$ cat src/rtl/dtc_vote_pkg.sv
// -----------------------------------------------------------------------------
// dtc_vote_pkg
// Shared definitions for the decision-tree vote collector.
//   CODE_W      width of a classifier output code
//   NUM_CLASS   number of known classes (indices 0..10)
//   CLASS_W     width of a class index
//   CLASS_NONE  class index reported when no known code was seen
//   CODE_TABLE  classifier code for each class index
//   vote_state_t  collector FSM states
// -----------------------------------------------------------------------------
package dtc_vote_pkg;

    localparam int CODE_W    = 7;
    localparam int NUM_CLASS = 11;
    localparam int CLASS_W   = 4;

    localparam logic [CLASS_W-1:0] CLASS_NONE = 4'hF;

    // Packed table: the first entry in the concatenation is the highest
    // index, so the list reads from class 10 down to class 0.
    localparam logic [NUM_CLASS-1:0][CODE_W-1:0] CODE_TABLE = {
        7'b0100001,
        7'b0111001,
        7'b0000111,
        7'b0100111,
        7'b0101111,
        7'b0011111,
        7'b0111111,
        7'b1110011,
        7'b1011011,
        7'b0110111,
        7'b0000000
    };

    typedef enum logic [1:0] {
        COLLECT,
        REDUCE,
        PRESENT
    } vote_state_t;

endpackage

$ cat src/rtl/dtc_code_lookup.sv
// -----------------------------------------------------------------------------
// dtc_code_lookup
// Purely combinational translation of a classifier code into a class index.
//   code       in   CODE_W   classifier output code
//   hit        out  1        code matches a table entry
//   class_idx  out  CLASS_W  matching class index, CLASS_NONE on a miss
// -----------------------------------------------------------------------------
module dtc_code_lookup
    import dtc_vote_pkg::*;
(
    input  logic [CODE_W-1:0]  code,
    output logic               hit,
    output logic [CLASS_W-1:0] class_idx
);

    // Compare the incoming code against every table entry in parallel.
    // Table entries are all distinct, so at most one can match and the
    // loop order does not matter.
    always_comb begin
        hit       = 1'b0;
        class_idx = CLASS_NONE;
        for (int i = 0; i < NUM_CLASS; i++) begin
            if (code == CODE_TABLE[i]) begin
                hit       = 1'b1;
                class_idx = CLASS_W'(i);
            end
        end
    end

endmodule

$ cat src/rtl/dtc_vote_collector.sv
// -----------------------------------------------------------------------------
// dtc_vote_collector
// Collects WINDOW classifier codes, counts them per class, then scans the
// counts to find the majority class and presents it on a valid/ready stream.
//   clk          in   1      rising-edge clock
//   rst_n        in   1      asynchronous active-low reset
//   clear        in   1      synchronous abort, drops any partial or held result
//   in_valid     in   1      code present on in_code
//   in_ready     out  1      collector can accept a code
//   in_code      in   7      classifier output code
//   out_valid    out  1      vote result valid
//   out_ready    in   1      downstream accepts the result
//   out_class    out  4      winning class index, 4'hF when no known code seen
//   out_count    out  CNT_W  vote count of the winner
//   out_unknown  out  1      an unknown code was seen in this window
//   out_margin   out  CNT_W  winner count minus runner-up count
//                            (only when DTC_VOTE_MARGIN_EN is defined)
// Optional feature macro: DTC_VOTE_MARGIN_EN
// -----------------------------------------------------------------------------
module dtc_vote_collector
    import dtc_vote_pkg::*;
#(
    parameter  int WINDOW = 8,
    localparam int CNT_W  = $clog2(WINDOW + 1)
) (
    input  logic               clk,
    input  logic               rst_n,
    input  logic               clear,
    input  logic               in_valid,
    output logic               in_ready,
    input  logic [CODE_W-1:0]  in_code,
    output logic               out_valid,
    input  logic               out_ready,
    output logic [CLASS_W-1:0] out_class,
    output logic [CNT_W-1:0]   out_count,
    output logic               out_unknown
`ifdef DTC_VOTE_MARGIN_EN
    ,
    output logic [CNT_W-1:0]   out_margin
`endif
);

    vote_state_t        state;
    vote_state_t        state_next;

    logic [CNT_W-1:0]   counts [NUM_CLASS];
    logic [CNT_W-1:0]   sample_cnt;
    logic [CLASS_W-1:0] scan_idx;
    logic [CLASS_W-1:0] best_class;
    logic [CNT_W-1:0]   best_count;
    logic               unknown_flag;
`ifdef DTC_VOTE_MARGIN_EN
    logic [CNT_W-1:0]   runner_count;
`endif

    logic               lookup_hit;
    logic [CLASS_W-1:0] lookup_class;
    logic               accept;
    logic               release_result;
    logic               last_sample;
    logic               scan_done;
    logic [CNT_W-1:0]   scan_count;

    dtc_code_lookup u_lookup (
        .code      (in_code),
        .hit       (lookup_hit),
        .class_idx (lookup_class)
    );

    assign accept         = in_valid && in_ready;
    assign release_result = (state == PRESENT) && out_ready && !clear;
    assign last_sample    = (sample_cnt == CNT_W'(WINDOW - 1));
    assign scan_done      = (scan_idx == CLASS_W'(NUM_CLASS - 1));

    // Select the counter currently being examined by the reduce scan.
    // Written as a compare loop so an index past the table reads as zero.
    always_comb begin
        scan_count = '0;
        for (int i = 0; i < NUM_CLASS; i++) begin
            if (scan_idx == CLASS_W'(i)) begin
                scan_count = counts[i];
            end
        end
    end

    // State register. Reset drops straight back to COLLECT no matter how far
    // through a window or scan we were.
    always_ff @(posedge clk or negedge rst_n) begin
        if (!rst_n) begin
            state <= COLLECT;
        end else begin
            state <= state_next;
        end
    end

    // Next-state logic. clear overrides everything else and forces COLLECT;
    // otherwise the window fills, the scan walks all classes, and the result
    // is held until the downstream takes it.
    always_comb begin
        state_next = state;
        if (clear) begin
            state_next = COLLECT;
        end else begin
            case (state)
                COLLECT: if (accept && last_sample) state_next = REDUCE;
                REDUCE:  if (scan_done)             state_next = PRESENT;
                PRESENT: if (out_ready)             state_next = COLLECT;
                default:                            state_next = COLLECT;
            endcase
        end
    end

    // Output decode. in_ready is also dropped during clear so a code offered
    // in that cycle is never taken. Result fields read as their idle values
    // outside PRESENT, and a zero best count means no known code was seen.
    always_comb begin
        in_ready    = (state == COLLECT) && !clear;
        out_valid   = (state == PRESENT);
        out_class   = CLASS_NONE;
        out_count   = '0;
        out_unknown = 1'b0;
`ifdef DTC_VOTE_MARGIN_EN
        out_margin  = '0;
`endif
        if (state == PRESENT) begin
            out_unknown = unknown_flag;
            if (best_count != '0) begin
                out_class = best_class;
                out_count = best_count;
`ifdef DTC_VOTE_MARGIN_EN
                out_margin = best_count - runner_count;
`endif
            end
        end
    end

    // Datapath: per-class counters during COLLECT, the ascending best-count
    // scan during REDUCE. A strict greater-than keeps the lowest index on a
    // tie. When a new best appears, the old best becomes the runner-up;
    // otherwise a count can still beat the current runner-up on its own.
    // Both clear and a completed output handshake wipe everything so the
    // next window starts from zero.
    always_ff @(posedge clk or negedge rst_n) begin
        if (!rst_n) begin
            for (int i = 0; i < NUM_CLASS; i++) begin
                counts[i] <= '0;
            end
            sample_cnt   <= '0;
            scan_idx     <= '0;
            best_class   <= '0;
            best_count   <= '0;
            unknown_flag <= 1'b0;
`ifdef DTC_VOTE_MARGIN_EN
            runner_count <= '0;
`endif
        end else if (clear || release_result) begin
            for (int i = 0; i < NUM_CLASS; i++) begin
                counts[i] <= '0;
            end
            sample_cnt   <= '0;
            scan_idx     <= '0;
            best_class   <= '0;
            best_count   <= '0;
            unknown_flag <= 1'b0;
`ifdef DTC_VOTE_MARGIN_EN
            runner_count <= '0;
`endif
        end else begin
            case (state)
                COLLECT: begin
                    if (accept) begin
                        sample_cnt <= sample_cnt + CNT_W'(1);
                        if (lookup_hit) begin
                            for (int i = 0; i < NUM_CLASS; i++) begin
                                if (lookup_class == CLASS_W'(i)) begin
                                    counts[i] <= counts[i] + CNT_W'(1);
                                end
                            end
                        end else begin
                            unknown_flag <= 1'b1;
                        end
                    end
                end
                REDUCE: begin
                    scan_idx <= scan_idx + CLASS_W'(1);
                    if (scan_count > best_count) begin
                        best_count   <= scan_count;
                        best_class   <= scan_idx;
`ifdef DTC_VOTE_MARGIN_EN
                        runner_count <= best_count;
                    end else if (scan_count > runner_count) begin
                        runner_count <= scan_count;
`endif
                    end
                end
                default: begin
                end
            endcase
        end
    end

endmodule

$ cat config.mk
export PLATFORM = sky130hd
export DESIGN_NAME = dtc_vote_collector
export DESIGN_NICKNAME = d
export VERILOG_FILES = /design/src/rtl/dtc_vote_pkg.sv /design/src/rtl/dtc_code_lookup.sv /design/src/rtl/dtc_vote_collector.sv
export SDC_FILE = /design/constraint.sdc
export NUM_CORES = 1
export LEC_CHECK = 0
export BUFFER_PORTS_ARGS = -buffer_cell sky130_fd_sc_hd__buf_2
export CORE_MARGIN = 2
export CORE_UTILIZATION = 56
export CTS_BUF_LIST = sky130_fd_sc_hd__clkbuf_16
export DETAILED_ROUTE_END_ITERATION = 6
export GPL_TIMING_DRIVEN = 0
export PLACE_DENSITY_LB_ADDON = 0.05
export SYNTH_ARGS = -nofsm -noshare
export SYNTH_HDL_FRONTEND = slang
export SYNTH_SLANG_ARGS = --single-unit
$ cat constraint.sdc
create_clock -name clk -period 2.8 [get_ports clk]
set_input_delay 0.42 -clock clk [delete_from_list [all_inputs] [get_ports clk]]
set_output_delay 0.42 -clock clk [all_outputs]
set_load 0.02 [all_outputs]
==> flow_summary_export.csv, run 1 <==
group,metric,value,unit
run,drv_cap,0,
final_layout,syn2layout_area_growth,23.2,%
synthesis,yosysMostFrequentCell,"dfrtp_1",
global_route,grt_pass1_vias,4006,
setup_path,crit_end,"best_count[1]",
place,hpwl,9110,µm
synthesis,yosysUniqueCellTypes,69,
worst_hold_path,worstHoldPathType,"in2async",
setup_path,r2r_slack,-0.07,ns
run_status,status,"complete, but fails checks",
synthesis,synth_commonest_cells,"dfrtp_1, nand2_1, nor2_1",
floorplan,die_area,8580,µm²
power_and_ir_drop,leakage,2.22,nW
setup_path,crit_fanout,5,
final_layout,stdcell_area,5420,µm²
setup_path,crit_top_cell,"buf_6",
synthesis,netlist_top_cells_area,"dfrtp_1, ha_1, a21oi_1",
power_and_ir_drop,ir_drop,0.000304,V
final_layout,antenna_cells,0,
setup_path,cp.depth,14,
drt,vias_per_cell,6.52,
floorplan,start_util,57.3,%
setup_path,arrival,3.06,ns
cts,clk_latency,0.34,ns
synthesis,syn_nets,526,
setup_path,reg2regPathDepth,14,
drt,vias,4239,
global_route,grt_max_degree,64,
setup_path,cp-end-kind,"register",
final_layout,finalNonFillerCells,650,
drt,drtIter0Drc,411,
synthesis,syn_avg_cell_area,8.91,µm²
drt,wl_per_cell,20.7,µm
sta,fin_crit,2.87,ns
sta,worst_pin_slew,0.824,ns
global_route,grt_overflow_total,0,
setup_path,slowest_stage,"dfrtp_2",
sta,rsz0062_at_grt,"yes",
setup_path,startpoint,"scan_idx[0]",
sta,slew_violations,0,
drt,drtAntennaViolNets,0,
global_route,grt_pass1_wl,21300,µm
sta,fin_skew,0.00974,ns
cts,cts_tree,"done",
floorplan,io_pins,23,
setup_path,r2r_start,"scan_idx[0]",
synthesis,synth_top_cell_by_area,"dfrtp_1",
floorplan,rows,32,
floorplan,die_y,92.7,µm
setup_path,cpPeakStageDelay,0.46,ns
drt,routed_wl,13500,µm
final_layout,multi_input_area,2860,µm²
place,post-place-cells,616,
cts,cts_buffers,9,
cts,clk_pin_slew,0.06,ns
synthesis,synth_cells,494,
sta,fin_crit_sh,102,%
floorplan,core,7690,µm²
synthesis,syn-cell-area,4400,µm²
setup_path,critical_path_class,"reg2reg",
sta,setup_violations,8,
synthesis,yosys_warnings,0,
place,gp_congestion,0.914,
place,dp_slack,-0.583,ns
final_layout,fillCellCount,590,
place,portBuffers,20,
cts,hold_buffers,0,
cts,clock_path_buffers,2,
setup_path,critPathLaunchType,"register",
global_route,antenna_found_initial,0,
setup_path,reg2reg_to,"best_count[1]",
setup_path,critical_path_buf_inv_count,3,
final_layout,layout-drive-gt1-share,24.8,%
drt,met2_length,6330,µm
cts,h-tree-depth,3,
synthesis,ys_seq_area_share,35.8,%
cts,clkSinkCount,63,
synthesis,synth_edf_count,0,
final_layout,fin_util,70.5,%
floorplan,die_x,92.7,µm
drt,wl_met3,690,µm
synthesis,synth_flop_cell,"dfrtp_1",
final_layout,register_area,1580,µm²
synthesis,ys_ff_latch,63,
final_layout,final_nets,575,
sta,fmax,0.349,GHz
sta,fin_ws,-0.0652,ns
setup_path,path_delay_family,"compound AO/OA/AOI/OAI gates",
power_and_ir_drop,power.density,390,nW/µm²
synthesis,synth_top_area_share,35.8,%
sta,timing.final.hold_violations,0,
global_route,grt_util_all_layers,32.2,%
sta,max_slew_margin,45.1,%
drt,drt_pass1_iterations,5,
cts,cts-root-buf,"clkbuf_16",
setup_path,path_cells,"inv_4, ha_4, buf_6, nand3b_1, a221o_1, a211oi_2, o32ai_2, ha_1, nand4_1, nand2_1, a21oi_2, buf_6, o2111a_1, nor3_1",
synthesis,synthArstFlopShare,100,%
drt,met1_length,6000,µm
setup_path,required,2.99,ns
place,dpl_cell_area,4640,µm²
run_status,violations,"negative setup slack",
drt,dr.max_layer_used,"met4",
drt,drc,0,
sta,hold_ws,0.176,ns
[layout make-up]
class                      instances  share of cell area [%]
buffer                            34                    4.34
clock buffer                       9                    4.15
clock inverter                     7                   0.900
multi-input combinational        374                    52.7
inverter                          21                    1.55
sequential                        63                    29.1
tap                              102                    2.35
timing repair buffer              40                    4.89
[flip-flops by register name (all words and copies together), names as in the netlist]
register,flops
best_class,4
counts,44
best_count,4
unknown_flag,1
state,2
sample_cnt,4
scan_idx,4
[through the flow]
stage	total power, W	setup TNS (ns)
2_1_floorplan	0.00101	0
3_3_place_gp	0.00107	-3.76
3_5_place_dp	0.00108	-4.37
4_1_cts	0.00212	-0.0184
5_1_grt	0.00217	-1.49
6_report	0.00211	-0.447
[report_power, final]
| group | internal [W] | leakage [nW] | total [W] | switching [W] |
|---|---|---|---|---|
| Sequential | 0.000914 | 0.875 | 0.000918 | 0.00000348 |
| Combinational | 0.0000373 | 1.20 | 0.000146 | 0.000108 |
| Clock | 0.000600 | 0.136 | 0.00105 | 0.000450 |
[per-layer routing]
layer	track usage [%]	vias up
met4	12.4	0
li1	-	1933
met3	4.31	43
met2	50.8	169
met1	45.2	2094
met5	0	-
[how the worst min path moves through the flow]
stage,from,endpoint,slack (ns)
after detailed placement,unknown_flag,unknown_flag,0.50
after CTS,rst_n,counts[30],0.23
after floorplan,rst_n,best_class[0],0.12
final,rst_n,counts[30],0.18
after global routing,rst_n,best_count[3],0.26
after global placement,best_class[3],best_class[3],0.49
[what timing repair did]
action,in CTS,in global routing
cloned,2,0
gates resized for setup,55,26
setup endpoints to repair,11,8
pin swaps,16,17
setup buffers,17,1
[cell usage in the layout, fill, tap and decap left out, types with 5 or more instances in the layout]
cell type  Yosys  final
a211oi_2       3      6
a21oi_1       34     28
a21oi_2        0      6
and2_1         6      6
buf_2         13     33
buf_4          0     16
buf_6          1      7
clkbuf_1      19      9
clkbuf_16      0     11
dfrtp_1       63     61
ha_1          20     15
ha_4           0      5
inv_1         21     18
mux2i_1       16     16
nand2_1       37     37
nand2b_1      19     19
nand3_1       17     17
nand3b_1       9      9
nand4_1       16     16
nor2_1        37     36
nor2b_1        9      7
nor3_1         8      8
o211ai_1       5      5
o21ai_0       13     12
o31ai_1       13     13
or4_1          6      6
xnor2_1        6      6
xor2_1        11     11
[kinds of logic after synthesis]
| logic type | synth area share [%] |
|---|---|
| buffers and inverters | 5.40 |
| XOR/XNOR | 3.38 |
| adder cells (fa/ha/maj) | 5.69 |
| multiplexers | 3.89 |
| AO/OA/AOI/OAI | 20.3 |
| AND/OR/NAND/NOR | 25.6 |
| flip-flops | 35.8 |
No activity file was read; power rests on OpenSTA's default activity.
==> run 2: changes to the inputs <==
- CORE_UTILIZATION: 56 -> 60
- clock period: 2.8 -> 3.7 ns (I/O delays scaled with it)
==> run 2 against run 1 <==
Against the previous run:
- the flow now finishes without violations
- power decreased by 15%
- critical endpoint is now best_class[3]
- largest power group unchanged
- largest cell class unchanged
- sequential power down 24%
- first-iteration DRC count decreased by 7.8%
- via count fell by 2.4%
==> flow_summary_export.csv, run 2 (synthesis gave the netlist of run 1 again) <==
group,metric,value,unit
run_status,status,"finished, final reports clean",
power_and_ir_drop,combPwrFrac,6.0,%
global_route,antenna_found_initial,0,
drt,drt_pass1_iterations,5,
place,post-place-cells,613,
global_route,grt_max_degree,64,
floorplan,core,7180,µm²
sta,timing.final.hold_violations,0,
final_layout,final_cell_mix,"dfrtp_1, nand2_1, nor2_1, a21oi_1, buf_2",
final_layout,antenna_cells,0,
cts,clk_pin_slew,0.06,ns
setup_path,path_cells,"inv_1, ha_1, clkbuf_1, clkbuf_2, nand3b_1, a221oi_1, o221ai_1, o211ai_1, ha_1, nor2b_1, o211ai_1, a21oi_1, clkbuf_4, mux2i_1, nor2_1",
drt,vias_per_cell,6.59,
power_and_ir_drop,internal_power,0.00138,W
drt,drc,0,
drt,drtAntennaViolNets,0,
sta,setup_tns,0,ns
cts,h-tree-depth,3,
sta,fin_crit,3.33,ns
setup_path,critPathLaunchType,"register",
sta,rsz0062_at_grt,"no",
power_and_ir_drop,p_sw,0.000423,W
final_layout,syn2layout_area_growth,13.2,%
cts,clk_latency,0.35,ns
drt,vias,4139,
cts,cts_tree,"done",
final_layout,final_common_cell,"dfrtp_1",
power_and_ir_drop,leakage,2.07,nW
sta,slew_violations,0,
run,drv_cap,0,
setup_path,crit_fanout,10,
cts,clock_path_buffers,2,
floorplan,rows,31,
setup_path,slowest_stage,"dfrtp_1",
sta,fin_skew,0.00864,ns
place,portBuffers,20,
cts,cts_buffers,9,
final_layout,finalNonFillerCells,628,
final_layout,largest_register_ffs,44,
floorplan,start_util,61.3,%
sta,fin_crit_sh,90.1,%
setup_path,cpPeakStageDelay,0.43,ns
drt,wl_per_cell,19.8,µm
cts,post-cts-setup-buffers,0,
floorplan,die_x,89.7,µm
sta,setup_violations,0,
worst_hold_path,worstHoldPathType,"in2async",
floorplan,io_pins,23,
final_layout,final_nets,556,
power_and_ir_drop,sw_frac_of_total,23.5,%
place,hpwl,8970,µm
global_route,grt_overflow_total,0,
cts,cts-root-buf,"clkbuf_16",
setup_path,arrival,3.54,ns
sta,max_slew_margin,17.6,%
final_layout,top_register,"counts",
setup_path,cp-end-kind,"register",
floorplan,die_y,89.7,µm
sta,worst_pin_slew,1.24,ns
power_and_ir_drop,power.density,362,nW/µm²
setup_path,critical_path_class,"reg2reg",
setup_path,required,3.91,ns
drt,routed_wl,12400,µm
cts,hold_buffers,0,
power_and_ir_drop,power_frac_seq,38.5,%
floorplan,die_area,8040,µm²
sta,fmax,0.300,GHz
power_and_ir_drop,ir_drop,0.000251,V
global_route,grt_util_all_layers,32.8,%
global_route,grt_pass1_vias,3737,
place,gp_congestion,0.899,
final_layout,fin_util,69.5,%
global_route,grt_pass1_wl,19500,µm
cts,clkSinkCount,63,
power_and_ir_drop,power.share.clock,55.4,%
drt,drtIter0Drc,379,
final_layout,layout-drive-gt1-share,13.6,%
[run 2: critical path, delay by kind of cell, from the launching register on]
| family | cells | cell delay (ns) |
|---|---|---|
| AO/OA/AOI/OAI | 5 | 0.78 |
| flip-flops | 1 | 0.43 |
| adder cells (fa/ha/maj) | 2 | 0.48 |
| AND/OR/NAND/NOR | 3 | 0.32 |
| multiplexers | 1 | 0.21 |
| buffers and inverters | 4 | 0.97 |
[run 2: metrics by stage]
stage	power, W	hold slack (ns)	setup WS (ns)	instance area [µm²]
floorplan	0.000768	0.259	0.649	4400
global placement	0.000812	0.485	0.0370	4630
detailed placement	0.000814	0.489	0.00650	4630
CTS	0.00180	0.342	0.212	4970
global route	0.00184	0.381	0.0833	4980
finish	0.00180	0.300	0.368	4980
[run 2: area by class of cell]
| class | instances | area [µm²] |
|---|---|---|
| Inverter | 21 | 78.8 |
| Timing Repair Buffer | 20 | 103 |
| Sequential cell | 63 | 1580 |
| Fill cell | 592 | 2190 |
| Clock inverter | 7 | 120 |
| Clock buffer | 9 | 225 |
| Multi-Input combinational cell | 374 | 2590 |
| Buffer | 35 | 164 |
| Tap cell | 99 | 124 |
[run 2: path summary, 6_finish.rpt]
| path | startpoint | end | slack [ns] | cells after the start |
|---|---|---|---|---|
| max in group asynchronous | rst_n | counts[35] | 2.84 | 1 |
| max reg2reg | scan_idx[1] | best_class[3] | 0.37 | 15 |
| min in group clk | clear | state[1] | 0.43 | 2 |
| min reg2reg | unknown_flag | unknown_flag | 0.50 | 2 |
| min | rst_n | counts[34] | 0.30 | 1 |
| max | scan_idx[1] | best_class[3] | 0.37 | 15 |
[run 2: layer usage]
layer / part of all wire, % / routed length, µm / global-route usage [%] / up-vias
met5: 0 / 0 / 0 / -
met4: 2.8 / 342 / 12.8 / 0
met3: 6.5 / 812 / 5.48 / 36
met2: 47 / 5800 / 51.3 / 163
met1: 44 / 5450 / 45.4 / 2043
li1: - / - / - / 1897
[run 2: power by group through the flow]
stage	registers, W	clock network (W)	logic, W
after floorplan	0.000706	0	0.0000614
after global placement	0.000707	0	0.000106
after detailed placement	0.000707	0	0.000108
after CTS	0.000694	0.000997	0.000108
after global routing	0.000694	0.00103	0.000120
final	0.000694	0.000999	0.000109
[run 2: what timing repair did]
| action | 4_1_cts | 5_1_grt |
|---|---|---|
| endpoints found under the hold margin | 0 | 0 |
| resized for setup | 1 | 12 |
| setup endpoints to repair | 1 | 8 |
==> run 3: changes to the inputs <==
- SYNTH_HIERARCHICAL: default -> 1
==> run 3 against run 2 <==
Against the previous run:
- highest routed layer unchanged
- critical path type unchanged
- final area decreased by 8.7%
- critical endpoint is now best_class[1]
- combinational power decreased by 22%
- count of clock-buffer cells in the layout unchanged
- maximum frequency decreased by 5.7%
- synthesized cell count decreased by 11%
==> flow_summary_export.csv, run 3 <==
group,metric,value,unit
global_route,grt_max_degree,64,
floorplan,die_x,86.3,µm
sta,setup_violations,0,
final_layout,antenna_cells,0,
cts,cts_buffers,9,
power_and_ir_drop,power.density,350,nW/µm²
worst_hold_path,worstHoldPathType,"in2async",
floorplan,start_util,62.9,%
floorplan,io_pins,23,
place,dpl_cell_area,4250,µm²
cts,clock_path_buffers,2,
synthesis,synth_flop_cell,"dfrtp_1",
sta,rsz0062_at_grt,"no",
synthesis,yosys_warnings,6,
drt,drtIter0Drc,381,
sta,slew_violations,0,
setup_path,critPathLaunchType,"register",
synthesis,syn-cell-area,4060,µm²
floorplan,rows,29,
sta,max_slew_margin,35.4,%
setup_path,reg2regPathDepth,13,
setup_path,cp-end-kind,"register",
drt,vias_per_cell,6.16,
final_layout,stdcell_area,4550,µm²
synthesis,yosysMostFrequentCell,"dfrtp_1",
synthesis,yosysUniqueCellTypes,61,
global_route,grt_util_all_layers,27.4,%
drt,vias,3389,
floorplan,core,6460,µm²
synthesis,ys_ff_latch,63,
synthesis,synth_top_cell_by_area,"dfrtp_1",
synthesis,synth_commonest_cells,"dfrtp_1, nor2_1, nand2_1",
final_layout,final_nets,500,
global_route,antenna_found_initial,0,
global_route,grt_pass1_vias,3039,
setup_path,cp.depth,13,
setup_path,critical_path_buf_inv_count,3,
power_and_ir_drop,leakage,1.94,nW
setup_path,required,3.91,ns
sta,fin_crit,3.53,ns
sta,fin_crit_sh,95.5,%
setup_path,slowest_stage,"a2111oi_1",
floorplan,die_y,86.3,µm
setup_path,critical_path_class,"reg2reg",
sta,fin_skew,0.00524,ns
place,hpwl,6610,µm
setup_path,r2r_slack,0.17,ns
final_layout,largest_register_ffs,44,
synthesis,synth_top_area_share,38.8,%
floorplan,die_area,7440,µm²
cts,clk_pin_slew,0.05,ns
final_layout,syn2layout_area_growth,12.1,%
setup_path,crit_fanout,10,
cts,clk_latency,0.33,ns
cts,clkSinkCount,63,
drt,wl_per_cell,17.3,µm
synthesis,netlist_top_cells_area,"dfrtp_1, ha_1, nor2_1",
cts,h-tree-depth,3,
sta,worst_pin_slew,0.967,ns
synthesis,synthArstFlopShare,100,%
final_layout,top_register,"counts",
cts,cts-root-buf,"clkbuf_16",
setup_path,cpPeakStageDelay,0.47,ns
drt,routed_wl,9500,µm
cts,cts_tree,"done",
synthesis,ys_seq_area_share,38.8,%
global_route,grt_pass1_wl,15700,µm
final_layout,final_cell_mix,"dfrtp_1, nor2_1, nand2_1, a21oi_1, xor2_1",
run_status,status,"finished, final reports clean",
drt,drtAntennaViolNets,0,
final_layout,final_common_cell,"dfrtp_1",
place,gp_congestion,0.951,
synthesis,syn_avg_cell_area,9.25,µm²
sta,timing.final.hold_violations,0,
place,portBuffers,18,
drt,drc,0,
synthesis,syn_nets,471,
final_layout,layout-drive-gt1-share,12.1,%
drt,drt_pass1_iterations,5,
setup_path,path_cells,"inv_1, ha_1, clkbuf_1, a2111oi_1, nor2_1, a21oi_1, ha_1, nor2b_1, o211ai_1, a21oi_1, and2_0, clkbuf_2, a22o_1",
run,drv_cap,0,
power_and_ir_drop,ir_drop,0.000286,V
synthesis,synth_edf_count,0,
global_route,grt_overflow_total,0,
synthesis,synth_cells,439,
setup_path,path_delay_family,"compound AO/OA/AOI/OAI gates",
sta,fmax,0.283,GHz
sta,setup_tns,0,ns
setup_path,arrival,3.75,ns
## run 3: cell types whose count changed after synthesis, sizes merged, moves of 6 or more
cell,delta
xor2,+13
a21oi,-6
xnor2,+6
nand3,-12
buf,-9
o31ai,-11
nor2,+21
nand2b,-7
a22o,+6
or4,-6
## run 3: path summary, 6_finish.rpt
check                                 to           from
setup reg to reg           best_class[1]    scan_idx[0]
hold reg to reg            best_class[2]  best_class[2]
hold / removal                counts[43]          rst_n
min in group clk                state[0]          clear
setup / recovery           best_class[1]    scan_idx[0]
max in group asynchronous      counts[5]          rst_n
## run 3: metal layers
metal / GRT usage (%) / vias up / part of all wire [%]
met4: 8.52 / 0 / 1.7
met1: 40.0 / 1639 / 47
li1: - / 1620 / -
met5: 0 / - / 0
met2: 41.8 / 115 / 46
met3: 4.95 / 15 / 5.3
## run 3: cells by family (layout without fill, tap and decap cells)
logic type / Yosys count / in the layout / share of synthesized area, %
and+or+nand+nor: 178 / 178 / 24.7
AOI/OAI and AO/OA: 84 / 84 / 14.0
DFF: 63 / 63 / 38.8
buffers and inverters: 43 / 77 / 4.81
xor gates and xnor gates: 36 / 36 / 7.76
adders and majority gates: 20 / 20 / 6.16
muxes: 15 / 15 / 3.70
## run 3: layout make-up
type | count | area, µm²
sequential | 63 | 1580
buffer | 26 | 136
fill | 510 | 1910
tap | 77 | 96.3
multi-input combinational | 333 | 2290
timing repair buffer | 19 | 100
clock inverter | 7 | 65.1
clock buffer | 9 | 225
inverter | 16 | 60.1
## run 3: timing repair
action,in CTS,in global routing
buffers inserted,0,1
hold buffers,0,0
endpoints found under the hold margin,0,0
gates resized for setup,0,10
endpoints found under the setup margin,0,8
## run 3: where the power goes
part | internal, W | total, W | leakage (nW) | switching, W
clock network | 0.000514 | 0.000817 | 0.138 | 0.000302
logic | 0.0000238 | 0.0000846 | 0.919 | 0.0000608
registers | 0.000692 | 0.000693 | 0.879 | 0.00000167
total | 0.00123 | 0.00159 | 1.94 | 0.000365
## run 3: metrics by stage
step	utilization [%]	instances	setup WS [ns]	total power, W	hold slack (ns)
finish	70.5	550	0.166	0.00159	0.304
global route	70.5	550	0.000402	0.00164	0.366
CTS	70.3	550	0.122	0.00160	0.454
detailed placement	65.8	534	0.00629	0.000790	0.473
global placement	65.8	534	0.0832	0.000789	0.477
floorplan	-	439	0.575	0.000757	0.259
